**src/rtl/pipelined_controller.sv**
```systemverilog
// Single-stage instruction decoder with a registered output bundle, valid/ready
// handshaking on both sides, and load-use bubble insertion.
module pipelined_controller #(
  parameter int HAZARD_EN    = 1,
  parameter int STALL_CYCLES = 1,
  parameter int ZERO_REG     = 31
) (
  input  logic        clock,
  input  logic        nReset,
  input  logic [31:0] instruction,
  input  logic        inValid,
  output logic        inReady,
  input  logic        flush,
  output logic        outValid,
  input  logic        outReady,
  output logic [2:0]  opType,
  output logic [3:0]  aluControlCode,
  output logic [7:0]  ctrlFlags,
  output logic [4:0]  readRegister1,
  output logic [4:0]  readRegister2,
  output logic [4:0]  writeRegister,
  output logic        hazardStall
);

  typedef enum logic [2:0] {
    OP_LD = 3'd0,
    OP_CB = 3'd1,
    OP_R  = 3'd2,
    OP_ST = 3'd3,
    OP_I  = 3'd4,
    OP_B  = 3'd5,
    OP_M  = 3'd6
  } op_e;

  localparam bit         HAZ_ON     = (HAZARD_EN != 0);
  localparam logic [1:0] STALL_LOAD = STALL_CYCLES[1:0];
  localparam logic [4:0] ZERO_IDX   = ZERO_REG[4:0];

  logic       r_out_valid;
  logic [2:0] r_op;
  logic [3:0] r_alu;
  logic [7:0] r_flags;
  logic [4:0] r_rr1;
  logic [4:0] r_rr2;
  logic [4:0] r_wr;
  logic [1:0] r_stall_cnt;
  logic       r_last_ld_valid;
  logic [4:0] r_last_ld_dst;

  op_e        w_op;
  logic       w_is_ld, w_is_cb, w_is_r, w_is_st, w_is_i, w_is_b, w_is_m;
  logic       w_reg2loc;
  logic [7:0] w_flags;
  logic [3:0] w_alu;
  logic [4:0] w_rr1, w_rr2, w_wr;
  logic       w_uses1, w_uses2;
  logic       w_src_match;
  logic       w_hazard_now;
  logic       w_stall_active;
  logic       w_in_ready;
  logic       w_accept;
  logic       w_unused;

  // Bits that carry no decode or register information for this block.
  assign w_unused = ^{instruction[31], instruction[21], instruction[15:10]};

  always_comb begin
    w_op = OP_I;
    if (instruction[26])       w_op = instruction[29] ? OP_CB : OP_B;
    else if (!instruction[28]) w_op = OP_R;
    else if (instruction[23])  w_op = OP_M;
    else if (instruction[22])  w_op = OP_LD;
    else if (instruction[27])  w_op = OP_ST;
  end

  assign w_is_ld = (w_op == OP_LD);
  assign w_is_cb = (w_op == OP_CB);
  assign w_is_r  = (w_op == OP_R);
  assign w_is_st = (w_op == OP_ST);
  assign w_is_i  = (w_op == OP_I);
  assign w_is_b  = (w_op == OP_B);
  assign w_is_m  = (w_op == OP_M);

  assign w_reg2loc = w_is_cb | w_is_st;
  assign w_flags   = {w_is_b,                           // unconditionalBranch
                      w_is_cb,                          // branch
                      w_is_ld,                          // memRead
                      w_is_ld,                          // memToReg
                      w_is_st,                          // memWrite
                      ~(w_is_r | w_is_cb),              // aluSRC
                      w_is_r | w_is_ld | w_is_m | w_is_i, // regWriteFlag
                      w_reg2loc};                       // reg2Loc

  always_comb begin
    w_alu = 4'd0;
    case (w_op)
      OP_LD, OP_ST: w_alu = 4'd2;
      OP_CB:        w_alu = 4'd7;
      OP_M:         w_alu = 4'd13;
      OP_R: begin
        if (instruction[24])       w_alu = instruction[30] ? 4'd10 : 4'd2;
        else if (!instruction[29]) w_alu = 4'd6;
        else if (!instruction[30]) w_alu = 4'd4;
        else                       w_alu = 4'd9;
      end
      OP_I: begin
        if (instruction[29])      w_alu = 4'd4;
        else if (instruction[30]) w_alu = instruction[25] ? 4'd9 : 4'd10;
        else                      w_alu = instruction[25] ? 4'd6 : 4'd2;
      end
      OP_B:    w_alu = 4'd0;
      default: w_alu = 4'd0;
    endcase
  end

  assign w_rr1 = instruction[9:5];
  assign w_rr2 = w_reg2loc ? instruction[4:0] : instruction[20:16];
  assign w_wr  = instruction[4:0];

  assign w_uses1 = w_is_r | w_is_i | w_is_ld | w_is_st;
  assign w_uses2 = w_is_r | w_is_cb | w_is_st;

  assign w_src_match  = (w_uses1 && (w_rr1 == r_last_ld_dst)) ||
                        (w_uses2 && (w_rr2 == r_last_ld_dst));
  assign w_hazard_now = HAZ_ON && r_last_ld_valid && inValid && w_src_match &&
                        (r_last_ld_dst != ZERO_IDX);

  assign w_stall_active = (r_stall_cnt != 2'd0);
  assign w_in_ready     = !flush && !w_stall_active && !w_hazard_now &&
                          (!r_out_valid || outReady);
  assign w_accept       = inValid && w_in_ready;

  // Field registers only move on an accept; flush deliberately leaves them alone.
  always_ff @(posedge clock or negedge nReset) begin
    if (!nReset) begin
      r_op    <= 3'd0;
      r_alu   <= 4'd0;
      r_flags <= 8'd0;
      r_rr1   <= 5'd0;
      r_rr2   <= 5'd0;
      r_wr    <= 5'd0;
    end else if (w_accept) begin
      r_op    <= w_op;
      r_alu   <= w_alu;
      r_flags <= w_flags;
      r_rr1   <= w_rr1;
      r_rr2   <= w_rr2;
      r_wr    <= w_wr;
    end
  end

  always_ff @(posedge clock or negedge nReset) begin
    if (!nReset) begin
      r_out_valid     <= 1'b0;
      r_stall_cnt     <= 2'd0;
      r_last_ld_valid <= 1'b0;
      r_last_ld_dst   <= 5'd0;
    end else if (flush) begin
      r_out_valid     <= 1'b0;
      r_stall_cnt     <= 2'd0;
      r_last_ld_valid <= 1'b0;
    end else begin
      if (w_accept)      r_out_valid <= 1'b1;
      else if (outReady) r_out_valid <= 1'b0;

      if (w_stall_active)    r_stall_cnt <= r_stall_cnt - 2'd1;
      else if (w_hazard_now) r_stall_cnt <= STALL_LOAD;

      // The load result is forwarded once the bubbles drain, so the hazard is retired.
      if (w_accept) begin
        r_last_ld_valid <= w_is_ld;
        if (w_is_ld) r_last_ld_dst <= w_wr;
      end else if (r_stall_cnt == 2'd1) begin
        r_last_ld_valid <= 1'b0;
      end
    end
  end

  assign inReady        = w_in_ready;
  assign outValid       = r_out_valid;
  assign opType         = r_op;
  assign aluControlCode = r_alu;
  assign ctrlFlags      = r_flags;
  assign readRegister1  = r_rr1;
  assign readRegister2  = r_rr2;
  assign writeRegister  = r_wr;
  assign hazardStall    = w_stall_active;

endmodule
```
**config.mk**
```make
export PLATFORM = sky130hd
export DESIGN_NAME = pipelined_controller
export DESIGN_NICKNAME = d
export VERILOG_FILES = /design/src/rtl/pipelined_controller.sv
export SDC_FILE = /design/constraint.sdc
export NUM_CORES = 1
export LEC_CHECK = 0
export BUFFER_PORTS_ARGS = -buffer_cell sky130_fd_sc_hd__buf_4
export CAP_MARGIN = 0
export CORE_MARGIN = 2
export CORE_UTILIZATION = 55
export DETAILED_ROUTE_END_ITERATION = 10
export HOLD_SLACK_MARGIN = 0.1
export PLACE_DENSITY = 0.85
export SYNTH_ARGS = -nofsm -noshare
export SYNTH_HDL_FRONTEND = slang
export SYNTH_SLANG_ARGS = --single-unit
```
**constraint.sdc**
```tcl
create_clock -name clock -period 3.86 [get_ports clock]
set_input_delay 0.193 -clock clock [delete_from_list [all_inputs] [get_ports clock]]
set_output_delay 0.193 -clock clock [all_outputs]
set_load 0.01 [all_outputs]
```
==> impl_results.md <==
* Status: completed
* Switching Share at 0.284
* Sw Pwr at 358 uW
* Post-Place Cells at 312
* Final core occ at 0.713
* Num CTS Buffers at 5
* Syn avg cell area at 10.4 um^2
* CP Data Arrival Time at 2.98 ns
* CP Launch Point: instruction[22]
* Clock Sinks at 38
* Footprint of the multi-input gates at 1170 um^2
* Slew margin rel. at 0.551
* Pwr/cell area at between 400 and 500 nW/um^2
* Synth area leader: dfrtp_1
* CP Cell Sequence: buf_4 > or3b_1 > o21ai_2 > o311a_1 > nand4_1 > a2111o_1 > nand2_1 > mux2_2
* Slowest CP cell: o21ai_2
* TritonCTS clock tree: built
* Drt drc at 0
* Layout fillers at ~310
* PortBufs at 61
* Synth area leaders: dfrtp_1 43%, mux2_4 11%, mux2_2 6.6%, o21ai_0 3.8%, nand2b_1 2.8%
* EDFF count, synth at 0
* Clock Power Share at 0.276
* DP HPWL at 3.76 mm
* Maximum vdd ir drop at between 0.2 and 0.3 mV
* Resized Gates After CTS at 0
* CTS Buffer Depth at 2
* Initial antenna violation count at 0
* Slowest cell delay on critical path at 0.57 ns
* Minimum clock period at about 2.8 ns
* Die height at 67.7 um
* Max cap viols at 0
* Clock slew at reported path FFs at approximately 0.07 ns
* Cells after synthesis at 214
* Worst-Skew Late Latency at 0.30 ns
* Via-per-instance ratio at 5.72
* Period utilization at 0.727
* Largest family of logic cells by synthesized area: multiplexers
* Hold Crit Class: input pin to flop
* Vias at 1,837
* Largest net degree at the start of global routing at 39
* Final cell count without fillers at 321
* First-pass GRT wire length at 8.30 mm
* Synth Flop Type: dfrtp_1
* Fmax at roughly 360 MHz
* Worst slew pin tran at 0.667 ns
* FF/Latch Area at between 900 and 1000 um^2
* Clock Skew at between 0.01 and 0.015 ns
* Internal power at 902 uW
* Hold path startpoint: instruction[8]
* ANT nets after route at 0
* Starting Density at 0.567
* Top cell type's share of synthesized area at 0.426
* Full die area at 4590 um^2
* H-tree depth at 2
* Worst Setup Path Type: input pin to flop
* Layout Nets at 308
* Yosys warns at 0
* Comb pwr share at 0.303
* P&R area growth vs syn at 25.9%
* Cell Area, Synth at between 2000 and 2500 um^2
* Routed wire length at 5.27 mm
* #FFs+latches synth at 38
* Crit path required time at 4.04 ns
* Vias in the first global route at 1,702
* Initial DRC count at 103
* Reg2reg start: r_last_ld_dst[0]$_DFFE_PN0P_
* Reg power frac at 0.421
* DR pass1 iterations at 4
* Top-Level Pins at 70
* Routed len/inst at between 15 and 20 um
* CP endpoint kind: flop
* Fin. Hold Viols at 0
* Placement Rows at 23
* Leakage power at roughly 1.3 nW
* Sequential area share after synthesis at 0.426
* RD Place Congestion at 0.854
* Post-synthesis compound-gate area fraction at 0.130
* CTS root buf: clkbuf_8
* Antenna cells at 0
* Fin Setup TNS at 0 ns
* Netlist cell types at 45
* Share of post-route cells with drive strength above 1 at 0.376
* Grt total ovfl at 0
* Asr flop ratio synth at 1.00
* Chip width at 67.7 um
* Post-Synth XOR/XNOR Area at 0.0274
* Core area at a little under 4000 um^2
* Synth Area in Adders at 0
* Gr usage total at 0.246
* Fraction of the mapped netlist area in simple logic gates at 0.158
* Final setup vio count at 0
* Mux cell area share after synthesis at 0.207
* Slew Limit Fails at 0
* RSZ-0062 raised after global routing: false
* Startpoint types: input pin
* R2R Setup Slk at 1.31 ns
* Syn Nets at between 200 and 300
* Crit Path Max Fanout at 14
## worst paths after layout
| check | to | cells after the start |
|---|---|---|
| max in group asynchronous | ctrlFlags[5]$_DFFE_PN0P_ | 2 |
| min in group asynchronous | opType[2]$_DFFE_PN0P_ | 2 |
| setup reg to reg | writeRegister[1]$_DFFE_PN0P_ | 7 |
| hold / removal | readRegister1[3]$_DFFE_PN0P_ | 2 |
| setup / recovery | writeRegister[1]$_DFFE_PN0P_ | 8 |
| hold reg to reg | r_stall_cnt[0]$_DFFE_PN0P_ | 1 |
## sequential cells by signal (all words and copies together), names as in the netlist
signal and cells:
r_stall_cnt 2, aluControlCode 4, opType 3, readRegister2 5, readRegister1 5, outValid 1, r_last_ld_dst 5, writeRegister 5
ctrlFlags 7, r_last_ld_valid 1
## worst max-delay path: cells and delay by family
kind / cells / cell delay, ns
buffers and inverters: 1 / 0.13
and+or+nand+nor: 3 / 1.01
muxes: 1 / 0.39
AOI/OAI and AO/OA: 3 / 1.25
## synthesized netlist by cell type, types with 5 or more instances
cell type	n
a21oi_1	8
nor2b_1	7
nand2b_1	10
nand2_1	12
inv_1	11
nor2_1	6
mux2_2	13
nor3_1	5
o21ai_0	17
xnor2_1	7
clkbuf_1	8
dfrtp_1	38
mux2_4	16
## placed cells by master, fill, tap and decap left out, types with 2 or more instances in the layout
master | netlist | routed
a211oi_1 | 2 | 2
a21oi_1 | 8 | 8
a31oi_1 | 3 | 3
and3_1 | 3 | 3
buf_4 | 3 | 61
clkbuf_8 | 0 | 6
dfrtp_1 | 38 | 38
dlygate4sd3_1 | 0 | 2
inv_1 | 11 | 11
mux2_1 | 4 | 4
mux2_2 | 13 | 13
mux2_4 | 16 | 16
mux2i_1 | 3 | 3
nand2_1 | 12 | 12
nand2b_1 | 10 | 10
nand3_1 | 4 | 4
nand3b_1 | 2 | 2
nand4_1 | 4 | 4
nor2_1 | 6 | 6
nor2b_1 | 7 | 7
nor3_1 | 5 | 5
o211ai_1 | 3 | 3
o21ai_0 | 17 | 17
o21ai_1 | 2 | 2
or2_2 | 2 | 2
xnor2_1 | 7 | 7
## repair_timing
| action | in CTS | in global routing |
|---|---|---|
| buffers inserted | 0 | 0 |
| hold buffers | 2 | 0 |
| hold endpoints to repair | 39 | 0 |
## layer usage
metal	vias up	global-route usage	part of all wire
met1	903	0.318	0.44
li1	874	-	-
met4	0	0.0791	0.011
met5	-	0	0
met3	6	0.0550	0.050
met2	54	0.407	0.50
## power by group through the flow
stage                     clock (mW)  sequential (mW)  combinational (mW)
after CTS                      0.351            0.531               0.386
after floorplan                    0            0.552               0.191
after global placement             0            0.535               0.375
after global routing           0.369            0.542               0.414
final                          0.347            0.531               0.382
after detailed placement           0            0.537               0.382
## kinds of logic (layout without fill, tap and decap cells)
| logic type | count (synthesis) | in the layout |
|---|---|---|
| AO/OA/AOI/OAI | 46 | 46 |
| buffers and inverters | 24 | 81 |
| AND/OR/NAND/NOR | 63 | 63 |
| multiplexers | 36 | 36 |
| XOR/XNOR | 7 | 7 |
| flip-flops | 38 | 38 |
## metrics by stage
stage | cell area [um^2] | setup slack [ns] | power, mW | hold slack (ns)
CTS | 2810 | 1.06 | 1.27 | 0.130
global placement | 2680 | 0.803 | 0.909 | 0.183
global route | 2810 | 0.900 | 1.32 | 0.129
floorplan | 2230 | 1.54 | 0.744 | -0.103
detailed placement | 2680 | 0.779 | 0.919 | 0.191
finish | 2810 | 1.05 | 1.26 | 0.130
## layout make-up
class / instances / share of cell area
timing repair buffer: 63 / 0.170
sequential: 38 / 0.338
clock inverter: 1 / 0.0107
multi-input combinational: 152 / 0.415
clock buffer: 6 / 0.0294
tap: 50 / 0.0222
inverter: 11 / 0.0147
(Power assumes the default switching activity.)
